`src/rtl/sdram_rr_sched.sv`:
```
// rtl/sdram_rr_sched.sv - round-robin SDRAM command-port scheduler with periodic refresh
module sdram_rr_sched #(
  parameter int REFRESH_INTERVAL = 390,
  parameter int MAX_HOLD         = 64,
  parameter int PEND_MAX         = 4
) (
  input  logic       clk,
  input  logic       rst_n,
  input  logic [2:0] req,
  output logic [2:0] gnt,
  output logic [2:0] yield,
  output logic       ref_req,
  input  logic       ref_ack,
  output logic       ref_ovf
);

  typedef enum logic [1:0] {IDLE, GRANT, REFRESH} state_t;

  localparam logic [15:0] TICK_LAST = 16'(REFRESH_INTERVAL - 1);
  localparam logic [2:0]  PEND_LIM  = 3'(PEND_MAX);
  localparam logic [7:0]  HOLD_LIM  = 8'(MAX_HOLD);

  state_t      state_q, state_d;
  logic [1:0]  owner_q, owner_d;
  logic [1:0]  last_q, last_d;
  logic [15:0] tick_cnt_q, tick_cnt_d;
  logic [2:0]  pend_q, pend_d;
  logic [7:0]  hold_q, hold_d;
  logic        ovf_q, ovf_d;
  logic [2:0]  yield_q, yield_d;

  logic       tick, ack_ok;
  logic [2:0] owner_oh, others;
  logic [1:0] pick;

  assign owner_oh = 3'b001 << owner_q;
  assign others   = req & ~owner_oh;

  // Search order starts just after the last owner, so the previous holder goes last.
  always_comb begin
    pick = 2'd0;
    case (last_q)
      2'd0: begin
        if (req[1])      pick = 2'd1;
        else if (req[2]) pick = 2'd2;
        else             pick = 2'd0;
      end
      2'd1: begin
        if (req[2])      pick = 2'd2;
        else if (req[0]) pick = 2'd0;
        else             pick = 2'd1;
      end
      default: begin
        if (req[0])      pick = 2'd0;
        else if (req[1]) pick = 2'd1;
        else             pick = 2'd2;
      end
    endcase
  end

  always_comb begin
    tick       = (tick_cnt_q == TICK_LAST);
    tick_cnt_d = tick ? 16'd0 : tick_cnt_q + 16'd1;
    ack_ok     = ref_ack && (state_q == REFRESH);
    pend_d     = pend_q;
    ovf_d      = ovf_q;
    if (tick && !ack_ok) begin
      if (pend_q == PEND_LIM) ovf_d  = 1'b1;
      else                    pend_d = pend_q + 3'd1;
    end else if (ack_ok && !tick && pend_q != 3'd0) begin
      pend_d = pend_q - 3'd1;
    end
  end

  always_comb begin
    state_d = state_q;
    owner_d = owner_q;
    last_d  = last_q;
    hold_d  = hold_q;
    yield_d = yield_q;
    case (state_q)
      IDLE: begin
        if (pend_q != 3'd0) begin
          state_d = REFRESH;
        end else if (|req) begin
          state_d = GRANT;
          owner_d = pick;
          hold_d  = 8'd0;
          yield_d = 3'b000;
        end
      end
      GRANT: begin
        if (!(|(req & owner_oh))) begin
          state_d = IDLE;
          last_d  = owner_q;
          hold_d  = 8'd0;
          yield_d = 3'b000;
        end else begin
          hold_d = (hold_q >= HOLD_LIM) ? HOLD_LIM : hold_q + 8'd1;
          if (hold_d >= HOLD_LIM && (pend_q != 3'd0 || |others)) yield_d = owner_oh;
        end
      end
      REFRESH: begin
        if (ack_ok) state_d = IDLE;
      end
      default: state_d = IDLE;
    endcase
  end

  always_ff @(posedge clk or negedge rst_n) begin
    if (!rst_n) begin
      state_q    <= IDLE;
      owner_q    <= 2'd0;
      last_q     <= 2'd2;
      tick_cnt_q <= 16'd0;
      pend_q     <= 3'd0;
      hold_q     <= 8'd0;
      ovf_q      <= 1'b0;
      yield_q    <= 3'b000;
    end else begin
      state_q    <= state_d;
      owner_q    <= owner_d;
      last_q     <= last_d;
      tick_cnt_q <= tick_cnt_d;
      pend_q     <= pend_d;
      hold_q     <= hold_d;
      ovf_q      <= ovf_d;
      yield_q    <= yield_d;
    end
  end

  assign gnt     = (state_q == GRANT) ? owner_oh : 3'b000;
  assign ref_req = (state_q == REFRESH);
  assign yield   = yield_q;
  assign ref_ovf = ovf_q;

endmodule

```
`config.mk`:
```
export PLATFORM = sky130hd
export DESIGN_NAME = sdram_rr_sched
export DESIGN_NICKNAME = d
export VERILOG_FILES = /design/src/rtl/sdram_rr_sched.sv
export SDC_FILE = /design/constraint.sdc
export NUM_CORES = 1
export LEC_CHECK = 0
export BUFFER_PORTS_ARGS = -buffer_cell sky130_fd_sc_hd__buf_4
export CAP_MARGIN = 20
export CORE_MARGIN = 5
export CORE_UTILIZATION = 27
export DETAILED_ROUTE_END_ITERATION = 10
export SETUP_SLACK_MARGIN = 0.05
export SYNTH_ARGS = -nofsm -noshare
export SYNTH_HDL_FRONTEND = slang
export SYNTH_SLANG_ARGS = --single-unit
export TNS_END_PERCENT = 20
```
`constraint.sdc`:
```
create_clock -name clk -period 3.5 [get_ports clk]
set_input_delay 0.525 -clock clk [delete_from_list [all_inputs] [get_ports clk]]
set_output_delay 0.525 -clock clk [all_outputs]
set_load 0.01 [all_outputs]
```
Word-level counts from Yosys, hierarchy flattened
Cells that the tools add are included.
- add/subtract/negate cells: 4
- magnitude comparators: 2
- equality and inequality tests: 12
- shifts and indexed selects: 1
- mux-type cells: 27
- bitwise logic cells: 5
- reduce and logical (&&, ||, !) cells: 23
- operators with widths (operator ; count):
    8-bit 2-to-1 mux ; 4
    3-bit 2-to-1 mux ; 8
    2-bit 2-to-1 mux ; 9
    16-bit by 1-bit adder with 16-bit output (second input constant) ; 1
    16-bit by 9-bit equality test with 1-bit output (second input constant) ; 1
    8-bit by 7-bit >= comparator with 1-bit output (second input constant) ; 2
    16-bit 2-to-1 mux ; 1
    8-bit case mux with 2 select lines ; 1
    3-bit AND reduction ; 3
    3-bit OR reduction ; 3
    8-bit by 1-bit adder with 8-bit output (second input constant) ; 1
    2-bit != test (second input constant) ; 4
    3-bit bitwise AND ; 2
    3-bit != test (second input constant) ; 2
    2-bit case mux with 3 select lines ; 1
    3-bit case mux with 2 select lines ; 1
    2-bit AND reduction ; 3
    1-bit logical AND ; 5
    2-bit by 1-bit equality test with 1-bit output (second input constant) ; 2
    2-bit logical NOT ; 2
    2-bit case mux with 2 select lines ; 1
    4-bit AND reduction ; 1
    2-bit nonzero test ; 2
    3-bit by 1-bit adder with 3-bit output (second input constant) ; 1
    11 further kinds ; 13
- flip-flop bits (word level): 37
- output and inout bits: 8
- logic and storage cells: 82

Depth between registers and ports, before layout
Gate-level depths: netlist of the first run.
- depth after elaboration: 9
- gate-level depth with buffers: 10

Worst setup path before layout of the first run
No wires, ideal clock.
- path type: register -> register
- start point: register tick_cnt_q[1]
- end point: register pend_q[2]
- library setup time: 129 ps
- arrival: 2104 ps
- data required time: 3371 ps
- path slack: 1267 ps
- cell stages (with the launch flop): 11
- path buffers: 1
- path through: dfrtp_1 > inv_1 > ha_1 > nor3b_1 > and4_1 > buf_6 > nand2_1 > fa_1 > or3_1 > o21ai_1 > a21oi_1
- cells in the longest elaborated chain, start to end: 6
- elaborated cells on any way between the ends: 9
- ends and longest elaborated chain (element ; RTL line ; source):
    from (decl) ; 26 ; logic [15:0] tick_cnt_q, tick_cnt_d;
    from (signal assigned) ; 124 ; tick_cnt_q <= tick_cnt_d;
    16-bit by 9-bit equality test with 1-bit output * ; 62 ; tick = (tick_cnt_q == TICK_LAST);
    1-bit logical NOT ; 70 ; end else if (ack_ok && !tick && pend_q != 3'd0) begin
    1-bit logical AND (2 in a row) ; 70 ;
    2-bit nonzero test (no source line) ; n/a ;
    2-bit AND reduction (no source line) ; n/a ;
    to (signal assigned) ; 125 ; pend_q <= pend_d;
    to (decl) ; 27 ; logic [2:0] pend_q, pend_d;
Mark *: on every way between the ends. The rest lies on a longest branch, timed or not.
A chain may end at the register's enable or synchronous reset.

Final worst setup path of the first run
Same ends and word-level chain as after synthesis.

==> results of run 1 <==
[layout by cell type, fill, tap and decap left out, drive strengths merged, types with 3 or more instances in the layout]
master	n
inv	6
nor3	7
ha	3
clkbuf	6
dfrtp	36
nor2	18
and3	4
a21oi	3
a22o	5
nand3	7
xnor2	9
nor4	3
nand2	15
mux2i	6
buf	13
o21ai	11
nor2b	6
nand4	5
xor2	7
[layout make-up]
type	count	area share [%]
clock buffer	6	3.69
inverter	6	1.01
clock inverter	2	1.68
sequential	37	41.4
timing repair buffer	13	4.36
multi-input combinational	139	42.5
tap	96	5.37
[stage by stage]
stage,instances,area [um2]
floorplan,186,1930
global placement,291,2120
detailed placement,291,2120
CTS,299,2240
global route,299,2240
finish,299,2240
[worst max-delay path, delay by kind of cell (launching register included)]
family,cells,cell delay [ps]
adders and majority gates,2,560
and+or+nand+nor,4,1180
DFF,1,420
buffers and inverters,1,70
AOI/OAI and AO/OA,2,150
[per-layer routing]
layer  vias up  routed length (um)  track usage, %
li1        698                   -               -
met1       663                1820            11.5
met2        12                1620            13.7
met3         5                 121            1.99
met4         0                  75            4.69
met5         -                   0               0
[registers in the layout, summed over array words and instances (netlist names)]
signal	count
hold_q	8
last_q	2
owner_q	2
pend_q	3
ref_ovf	1
state_q	2
tick_cnt_q	16
yield	3
[final timing paths]
check                                    start        endpoint  cells past startpoint
worst max-delay path             tick_cnt_q[1]       pend_q[2]                      9
worst min-delay path                     rst_n  tick_cnt_q[15]                      1
worst max register to register   tick_cnt_q[1]       pend_q[2]                      9
worst min register to register  tick_cnt_q[15]  tick_cnt_q[15]                      1
max in group asynchronous                rst_n       last_q[1]                      1
min in group clk                       ref_ack      state_q[1]                      2
[power by group]
group,switching (mW),internal [mW]
Sequential,0.0574,0.473
Clock,0.152,0.232
Combinational,0.142,0.121
[kinds of logic (layout without fill, tap and decap cells)]
group | after synthesis | after routing
DFF | 37 | 37
AOI/OAI and AO/OA | 34 | 34
buffers and inverters | 10 | 27
adders and majority gates | 4 | 4
muxes | 8 | 8
and+or+nand+nor | 77 | 77
xor gates and xnor gates | 16 | 16
==> impl_results.md, run 1 <==
* Multiplexer area fraction after synthesis at under 10%
* Synth Cell Area at 1930 um2
* Syn Area/Cell at around 10 um2
* Largest family of logic cells by synthesized area: simple AND/OR/NAND/NOR gates
* CP max FO at 13
* Die W at 94.6 um
* Final core area utilization at between 30% and 40%
* Fin nets at ~210
* Setup violators final at 0
* R2r setup slk at about 1000 ps
* Pleak at between 0.9 and 1 nW
* Setup bufs post-CTS at 0
* Simple-Gate Fraction of Synth Area at about a fifth
* Max Freq at about 400 MHz
* Design Power at 1.18 mW
* # rows at 30
* Post-Syn Instances at approximately 190
* Vias in the first global route at 1366
* Crit path max-delay cell type: and4_1
* Worst min-delay path category: in -> async
* DR WL/cell at approximately 12 um
* Initial drt markers at 57
* Synth cell types at around 50
* Vias per inst at between 4 and 5
* Ports at 14
* Slowest cell delay on critical path at 490 ps
* Routed Wire Length at 3.64 mm
* Post-synthesis xor/xnor area fraction at roughly 7.2%
* Worst EP required at roughly 3700 ps
* Outcome: complete, no violations
* Slew headroom at about half
* Clk Latency, worst-skew pair at 290 ps
* Ranking of synthesized cells by area: dfrtp_1 (47%), xnor2_1 (4.1%), nor2_1 (3.5%)
* Grt total ovfl at 0
* Hold WS at roughly 190 ps
* Layout filler cell count at ~690
* Die area at ~9000 um2
* Commonest cells post-synth: dfrtp_1 (36), nor2_1 (18), nand2_1 (15)
* Buffers on Ports at 13
* Total negative setup slack at 0 ps
* Clock skew at between 8 and 9 ps
* Post-synth net total at 196
* Clk root buf: clkbuf_8
* Largest net degree at the start of global routing at 38
* Synth Warn # at 0
* Starting Density at ~28%
* Die Span Y at 94.6 um
* # diodes at 0
* Detail Placement HPWL at between 2 and 3 mm
* Post-synth top area share at approximately 47%
* Setup Crit Path Kind: reg -> reg
* Synth-to-Final Area Change at 15.8%
* Storage cell area at about 930 um2
* Critical path arrival at approximately 2700 ps
* Startpoint Class: register
* P per Cell Area at between 500 and 600 nW/um2
* Final Max Slew Viols at 0
* Tcrit/Tclk final at a little under three quarters
* Initial antenna violation count at 0
* Drt pass-1 iters at 4
* Critical path capture point type: register
* Critical-path cell list: inv_1, ha_1, nor3b_1, and4_1, nand2_1, fa_1, or3_1, o21ai_1, a21oi_1
* Total number of vias at ~1400
* Hold Vio Cnt, Final at 0
* Global Route Usage Sum at between 8 and 9%
* First-pass GRT wire length at between 6 and 7 mm
* Ratio of cells with drive above 1 in the final layout at roughly 15%
* Clock Sinks at 37
* Top-count cell post-synth: dfrtp_1
* Routability cong. at 0.768
* Clk buf depth at 2
* Post-cts resize count at 0
* Routed Antenna Nets at 0
* Worst slack, placed at approximately 1000 ps
* Slew @ Worst Pin at just over 700 ps
* CTS tree: built
* EDFF count, synth at 0
* Share of synthesized registers carrying an async set or reset at 100%
* #FFs+latches synth at 37
* Final min period at ~2500 ps
* Adder-cell share of the synthesized area at around 3.0%
* Core footprint at approximately 6900 um2
* RSZ-0062 raised after global routing: false
* Sequential area share after synthesis at 48.0%
* Main synth FF type: dfrtp_1
* CTS clk-pin slew, worst paths at 80 ps
* Cell taking the most area after synthesis: dfrtp_1
* Worst setup margin at a little over 1000 ps
* CTS Buf Count at 5
* H-tree depth at 2
* Peak VDD IR at 0.163 mV
* Compound-Gate Fraction of Synth Area at a little over an eighth
* CTS Hold Buffers Added at 0
* Multi-input combinational cell area at 951 um2
* # DRC at 0
* Max_cap viols at 0
Power figures use the tool's default switching activity.
==> run 2: changes to the inputs <==
--- a/config.mk
+++ b/config.mk
@@ -5,6 +5,7 @@
 export SDC_FILE = /design/constraint.sdc
 export NUM_CORES = 1
 export LEC_CHECK = 0
+export ABC_AREA = 1
 export BUFFER_PORTS_ARGS = -buffer_cell sky130_fd_sc_hd__buf_4
 export CAP_MARGIN = 20
 export CORE_MARGIN = 5
==> constraint.sdc (replaced) <==
create_clock -name clk -period 2.4 [get_ports clk]
set_input_delay 0.36 -clock clk [delete_from_list [all_inputs] [get_ports clk]]
set_output_delay 0.36 -clock clk [all_outputs]
set_load 0.01 [all_outputs]
==> impl_results.md, run 2 <==
* Routability cong. at 0.846 (+10%)
* Die area at 9410 um2 (+5.1%)
* # DRC at 0 (unchanged)
* Final Max Slew Viols at 0 (unchanged)
* Met2 Track Usage GR at 15.4% (+1.8 points)
* Setup bufs post-CTS at 0 (unchanged)
* Startpoint Class: register
* Slew headroom at 68.6% (+17 points)
* Drt pass-1 iters at 4 (unchanged)
* Commonest cells post-synth: nand2_1 (54), dfrtp_1 (36), inv_1 (36)
* Detail Placement HPWL at 3.17 mm (+22%)
* Synth-to-Final Area Change at 16.3%
* # rows at 31 (+3.3%)
* Max Freq at 539 MHz (+34%)
* # diodes at 0 (unchanged)
* Grt total ovfl at 0 (unchanged)
* CP max FO at 3 (-10)
* Initial antenna violation count at 0 (unchanged)
* Main synth FF type: dfrtp_1
* Synth Warn # at 0 (unchanged)
* Initial drt markers at 39 (-32%)
* RSZ-0062 raised after global routing: false
* Die W at 97.0 um (+2.5%)
* CTS tree: built
* Gr busiest metal: met2
* Largest register by flop count: tick_cnt_q
* Clk Latency, worst-skew pair at 290 ps (about the same)
* Buffers on Ports at 13 (unchanged)
* Worst min-delay path category: in -> async
* Clock skew at 10.4 ps (+1.98 ps)
* Cell taking the most area after synthesis: dfrtp_1
* Int Pwr at 1.23 mW (+49%)
* Post-synth net total at 268 (+37%)
* Slew @ Worst Pin at 471 ps (-247 ps)
* Worst EP required at 2590 ps (-1080 ps)
* Met3 Use GR at 3.38% (+1.4 points)
* Vias per inst at 4.41 (-4.4%)
* Top-count cell post-synth: nand2_1
* Sequential area share after synthesis at 45.3% (-2.6 points)
* Tcrit/Tclk final at 77.4% (+6.2 points)
* Core footprint at 7330 um2 (+6.7%)
* Sw frac at 35.8% (+6.0 points)
* Clock share of power at 28.2% (-4.4 points)
* P per Cell Area at 804 nW/um2 (+53%)
* Total negative setup slack at 0 ps (unchanged)
* Critical path capture point type: register
* Ports at 14 (unchanged)
* DR WL/cell at 10.8 um (-11%)
* H-tree depth at 2 (unchanged)
* Reg2reg start: tick_cnt_q[1]
* Fin nets at 288 (+36%)
* Commonest non-fill, non-tap cells in the layout: nand2_1 (54), inv_1 (36), dfrtp_1 (36), nor2_1 (32), nand3_1 (22)
* Synth cell types at 29 (-41%)
* Die Span Y at 97.0 um (+2.5%)
* Routed Antenna Nets at 0 (unchanged)
* CTS Hold Buffers Added at 0 (unchanged)
* Peak VDD IR at 0.326 mV (+100%)
* Pleak at 1.19 nW (+20%)
* CTS Buf Count at 5 (unchanged)
* Clk root buf: clkbuf_8
* Met1 Use GR at 11.5% (-0.033 points)
* Sequential share of power at 43.2% (-1.9 points)
* Outcome: complete, no violations
* Setup violators final at 0 (unchanged)
* Design Power at 1.91 mW (+63%)
* Share of synthesized registers carrying an async set or reset at 100% (unchanged)
* Starting Density at 27.9% (-0.25 points)
* Post-Syn Instances at 258 (+39%)
* Setup Crit Path Kind: reg -> reg
* Ratio of cells with drive above 1 in the final layout at 15.8% (+0.99 points)
* Total number of vias at 1666 (+21%)
* #FFs+latches synth at 37 (unchanged)
* Vias in the first global route at 1654 (+21%)
* RR Endpoint: pend_q[2]
* Hold Vio Cnt, Final at 0 (unchanged)
* Ranking of synthesized cells by area: dfrtp_1 (44%), nand2_1 (9.9%), inv_1 (6.6%)
* Clock Sinks at 37 (unchanged)
* Commonest non-fill, non-tap cell in the layout: nand2_1
* Synth Cell Area at 2040 um2 (+5.8%)
* Post-synth top area share at 44.1% (-2.5 points)
* R2r setup slk at 540 ps (-460 ps)
* Max_cap viols at 0 (unchanged)
* Critical path arrival at 2040 ps (-620 ps)
* Post-DP Area at 2270 um2 (+7.0%)
* Routed Wire Length at 4.08 mm (+12%)
* Worst slack, placed at 562 ps (-440 ps)
* Top flop regs: tick_cnt_q: 16 flops, hold_q: 8 flops
* Syn Area/Cell at 7.92 um2 (-24%)
* EDFF count, synth at 0 (unchanged)
* Cells on worst reg2reg path at 12 (+3)
* Post-cts resize count at 0 (unchanged)
* CTS clk-pin slew, worst paths at 80 ps (about the same)
* Final design instance area without fill at 2380 um2 (+6.2%)
* Global Route Usage Sum at 9.27% (+0.40 points)
* Largest net degree at the start of global routing at 38 (unchanged)
* Combinational group share of total power at 28.6% (+6.3 points)
* Max FFs per register at 16 (unchanged)
* Final min period at 1860 ps (-635 ps)
* First-pass GRT wire length at 7.37 mm (+17%)
* Clk buf depth at 2 (unchanged)
* P_sw at 685 uW (+95%)
* Worst setup margin at 543 ps (-465 ps)
-- run 2: worst max-delay path by stage --
stage	startpoint	end	slack, ps	cells after the start
3_5_place_dp	tick_cnt_q[1]	pend_q[2]	560	12
2_1_floorplan	tick_cnt_q[1]	pend_q[2]	700	12
3_3_place_gp	tick_cnt_q[1]	pend_q[2]	640	12
5_1_grt	tick_cnt_q[12]	pend_q[2]	340	11
4_1_cts	tick_cnt_q[1]	pend_q[2]	540	12
6_report	tick_cnt_q[1]	pend_q[2]	540	12
-- run 2: kinds of logic after synthesis --
logic type	synth area share, %
flip-flops	45.3
AO/OA/AOI/OAI	7.59
buffers and inverters	7.71
XOR/XNOR	4.28
adder cells (fa/ha/maj)	2.82
AND/OR/NAND/NOR	32.3
-- run 2: stage by stage --
stage / hold slack [ps] / instances / util [%]
3_5_place_dp: 360 / 370 / 30.9
5_1_grt: 52.9 / 378 / 32.4
3_3_place_gp: 355 / 370 / 30.9
6_report: 22.1 / 378 / 32.4
2_1_floorplan: 64.4 / 258 / -
4_1_cts: 35.4 / 378 / 32.4
-- run 2: critical path, stage by stage, from the launching register on --
cell and delay, ps:
dfrtp_1 410, inv_1 60, ha_1 150, nand3b_1 80
nor2_1 150, nand3_1 150, fa_1 410, inv_1 60
nand2_1 50, nand2_1 80, nand2_1 50, nand2_1 50
nand2_1 40
-- run 2: metal layers --
metal  part of all wire [%]  wire [um]  vias up
met4                   0.32         13        0
li1                       -          -      865
met2                     48       1970       18
met5                      0          0        -
met3                    3.4        138        2
met1                     48       1950      781
-- run 2: power by group through the flow --
stage | Sequential [mW] | Clock, mW | Combinational [mW]
final | 0.825 | 0.539 | 0.547
after global routing | 0.842 | 0.595 | 0.634
after CTS | 0.825 | 0.562 | 0.555
after detailed placement | 0.838 | 0 | 0.548
after global placement | 0.836 | 0 | 0.542
after floorplan | 0.818 | 0 | 0.394
-- run 2: area by class of cell --
class | count | area, um2
flip-flops and latches | 37 | 927
well taps | 99 | 124
fillers | 773 | 4950
inverters | 42 | 158
clock buffers | 6 | 72.6
repair buffers | 13 | 97.6
multi-input cells | 179 | 960
clock inverters | 2 | 38.8
==> run 3: changes to the inputs <==
==> constraint.sdc (replaced) <==
create_clock -name clk -period 1.5 [get_ports clk]
set_input_delay 0.225 -clock clk [delete_from_list [all_inputs] [get_ports clk]]
set_output_delay 0.225 -clock clk [all_outputs]
set_load 0.01 [all_outputs]
==> impl_results.md, run 3 (same netlist as run 2, synthesis figures left out) <==
* Slew @ Worst Pin at 484 ps (+12.8 ps)
* Max_cap viols at 0 (unchanged)
* Die W at 97.0 um (unchanged)
* First-pass GRT wire length at 8.54 mm (+16%)
* P per Cell Area at 1190 nW/um2 (+47%)
* Commonest non-fill, non-tap cells in the layout: buf_4 (56), nand2_1 (50), dfrtp_1 (35), inv_1 (29), nor2_1 (25)
* Reg2reg start: tick_cnt_q[1]
* Critical path arrival at 1910 ps (-130 ps)
* Routability cong. at 0.827 (-2.2%)
* Routed Antenna Nets at 0 (unchanged)
* Critical path's most frequent cell: nand2_1
* Grt total ovfl at 0 (unchanged)
* H-tree depth at 2 (unchanged)
* Tcrit/Tclk final at 116% (+38 points)
* Slew headroom at 67.7% (-0.85 points)
* CTS Buf Count at 5 (unchanged)
* Fin nets at 335 (+16%)
* Hold Vio Cnt, Final at 0 (unchanged)
* Pleak at 1.44 nW (+21%)
* Max FFs per register at 16 (unchanged)
* Storage cell area at 928 um2 (+0.13%)
* Buffers on Ports at 13 (unchanged)
* Setup Crit Path Kind: reg -> reg
* Final Max Slew Viols at 0 (unchanged)
* Starting Density at 27.9% (unchanged)
* Sequential share of power at 38.9% (-4.3 points)
* Worst setup margin at -234 ps (-777 ps)
* Total number of vias at 1896 (+14%)
* Hold WS at 123 ps (+101 ps)
* Largest register by flop count: tick_cnt_q
* Layout filler cell count at 751 (-2.8%)
* Critical-path cell list: inv_1, ha_1, nand3b_1, nor2_2, nand3_2, fa_2, inv_1, nand2_1, nand2_1, nand2_1, nand2_1, nand2_1
* Sw frac at 35.4% (-0.43 points)
* Clk buf depth at 2 (unchanged)
* Die area at 9410 um2 (unchanged)
* Clock share of power at 27.1% (-1.1 points)
* Core footprint at 7330 um2 (unchanged)
* Slowest cell delay on critical path at 390 ps (-20 ps)
* Final design instance area without fill at 2850 um2 (+20%)
* Vias in the first global route at 1979 (+20%)
* Largest net degree at the start of global routing at 38 (unchanged)
* Critical path capture point type: register
* Clk Latency, worst-skew pair at 290 ps (about the same)
* Initial drt markers at 95 (+140%)
* Vias per inst at 4.46 (+1.2%)
* Int Pwr at 2.18 mW (+78%)
* Routed Wire Length at 4.84 mm (+19%)
* # rows at 31 (unchanged)
* CP max FO at 2 (-1)
* Max Freq at 577 MHz (+7.1%)
* Clock skew at 13.4 ps (+3.03 ps)
* # diodes at 0 (unchanged)
* Startpoint Class: register
* Peak VDD IR at 0.584 mV (+79%)
* Worst EP required at 1680 ps (-910 ps)
* # DRC at 0 (unchanged)
* CTS clk-pin slew, worst paths at 80 ps (about the same)
* Synth-to-Final Area Change at 39.5%
* Commonest non-fill, non-tap cell in the layout: buf_4
* CTS tree: built
* Setup violators final at 3 (+3)
* Ratio of cells with drive above 1 in the final layout at 36.2% (+20 points)
* P_sw at 1.20 mW (+75%)
* Ports at 14 (unchanged)
* Combinational group share of total power at 34.0% (+5.4 points)
* Outcome: finished, violations left
* Die Span Y at 97.0 um (unchanged)
* Post-Place Cells at 408 (+10%)
* RSZ-0062 raised after global routing: true
* Initial antenna violation count at 0 (unchanged)
* Crit path max-delay cell type: dfrtp_1
* Final core area utilization at 38.9% (+6.5 points)
* Detail Placement HPWL at 3.44 mm (+8.7%)
* R2r setup slk at -230 ps (-780 ps)
* Clock Sinks at 37 (unchanged)
* DR WL/cell at 11.4 um (+5.6%)
* Top flop regs: tick_cnt_q: 16 flops, hold_q: 8 flops
* Clk root buf: clkbuf_8
* Multi-input combinational cell area at 1050 um2 (+9.4%)
* Cells on worst reg2reg path at 12 (unchanged)
* Crit path launch: tick_cnt_q[1]
* Failing checks: negative setup slack
* Fin cells at 425 (+12%)
* Worst min-delay path category: in -> reg
* Post-DP Area at 2570 um2 (+13%)
* Global Route Usage Sum at 10.8% (+1.5 points)
* Final min period at 1730 ps (-123 ps)
* RR Endpoint: pend_q[2]
* Drt pass-1 iters at 4 (unchanged)
* Setup crit end: pend_q[2]
run 3: power groups by stage:
stage | logic [mW] | clock network, mW | registers, mW
detailed placement | 1.07 | 0 | 1.31
floorplan | 0.633 | 0 | 1.31
CTS | 1.09 | 0.941 | 1.30
finish | 1.15 | 0.916 | 1.31
global placement | 1.05 | 0 | 1.30
global route | 1.32 | 0.988 | 1.33
run 3: critical path: cells and delay by family, from the launching register on:
kind,cells,cell delay [ps]
DFF,1,390
buffers and inverters,2,120
and+or+nand+nor,8,630
adders and majority gates,2,500
run 3: area by class of cell:
cell class / instances / area share [%]
Clock inverter: 1 / 1.05
Sequential cell: 37 / 32.6
Multi-Input combinational cell: 179 / 36.8
Tap cell: 99 / 4.34
Inverter: 42 / 5.62
Clock buffer: 7 / 3.03
Timing Repair Buffer: 60 / 16.6
run 3: how the worst min path moves through the flow:
| stage | endpoint | depth (start not counted) | slack (ps) | startpoint |
|---|---|---|---|---|
| global placement | yield[0] | 1 | 230 | rst_n |
| finish | state_q[1] | 2 | 120 | ref_ack |
| CTS | state_q[1] | 2 | 110 | ref_ack |
| detailed placement | last_q[0] | 1 | 220 | rst_n |
| floorplan | hold_q[0] | 0 | -70 | rst_n |
| global route | state_q[1] | 2 | 130 | ref_ack |
run 3: what timing repair did:
item,CTS,global route
hold buffers,1,0
setup buffers,7,3
endpoints found under the hold margin,36,0
pin swaps,4,10
cloned,0,0
setup endpoints to repair,14,32
gates resized for setup,15,21
run 3: layer usage:
metal  routed length (um)  vias up  part of all wire [%]  global-route usage (%)
met1                 2290      905                    47                    13.5
met5                    0        -                     0                       0
li1                     -      958                     -                       -
met4                   41        0                  0.85                    2.92
met2                 2370       28                    49                    18.3
met3                  140        5                   2.9                    2.95
run 3: stage by stage:
stage	total power [mW]	setup WS [ps]	TNS, ps
after floorplan	1.94	-152	-254
after global placement	2.35	-144	-264
after detailed placement	2.38	-224	-752
after CTS	3.34	-191	-442
after global routing	3.64	-385	-1840
final	3.38	-234	-427
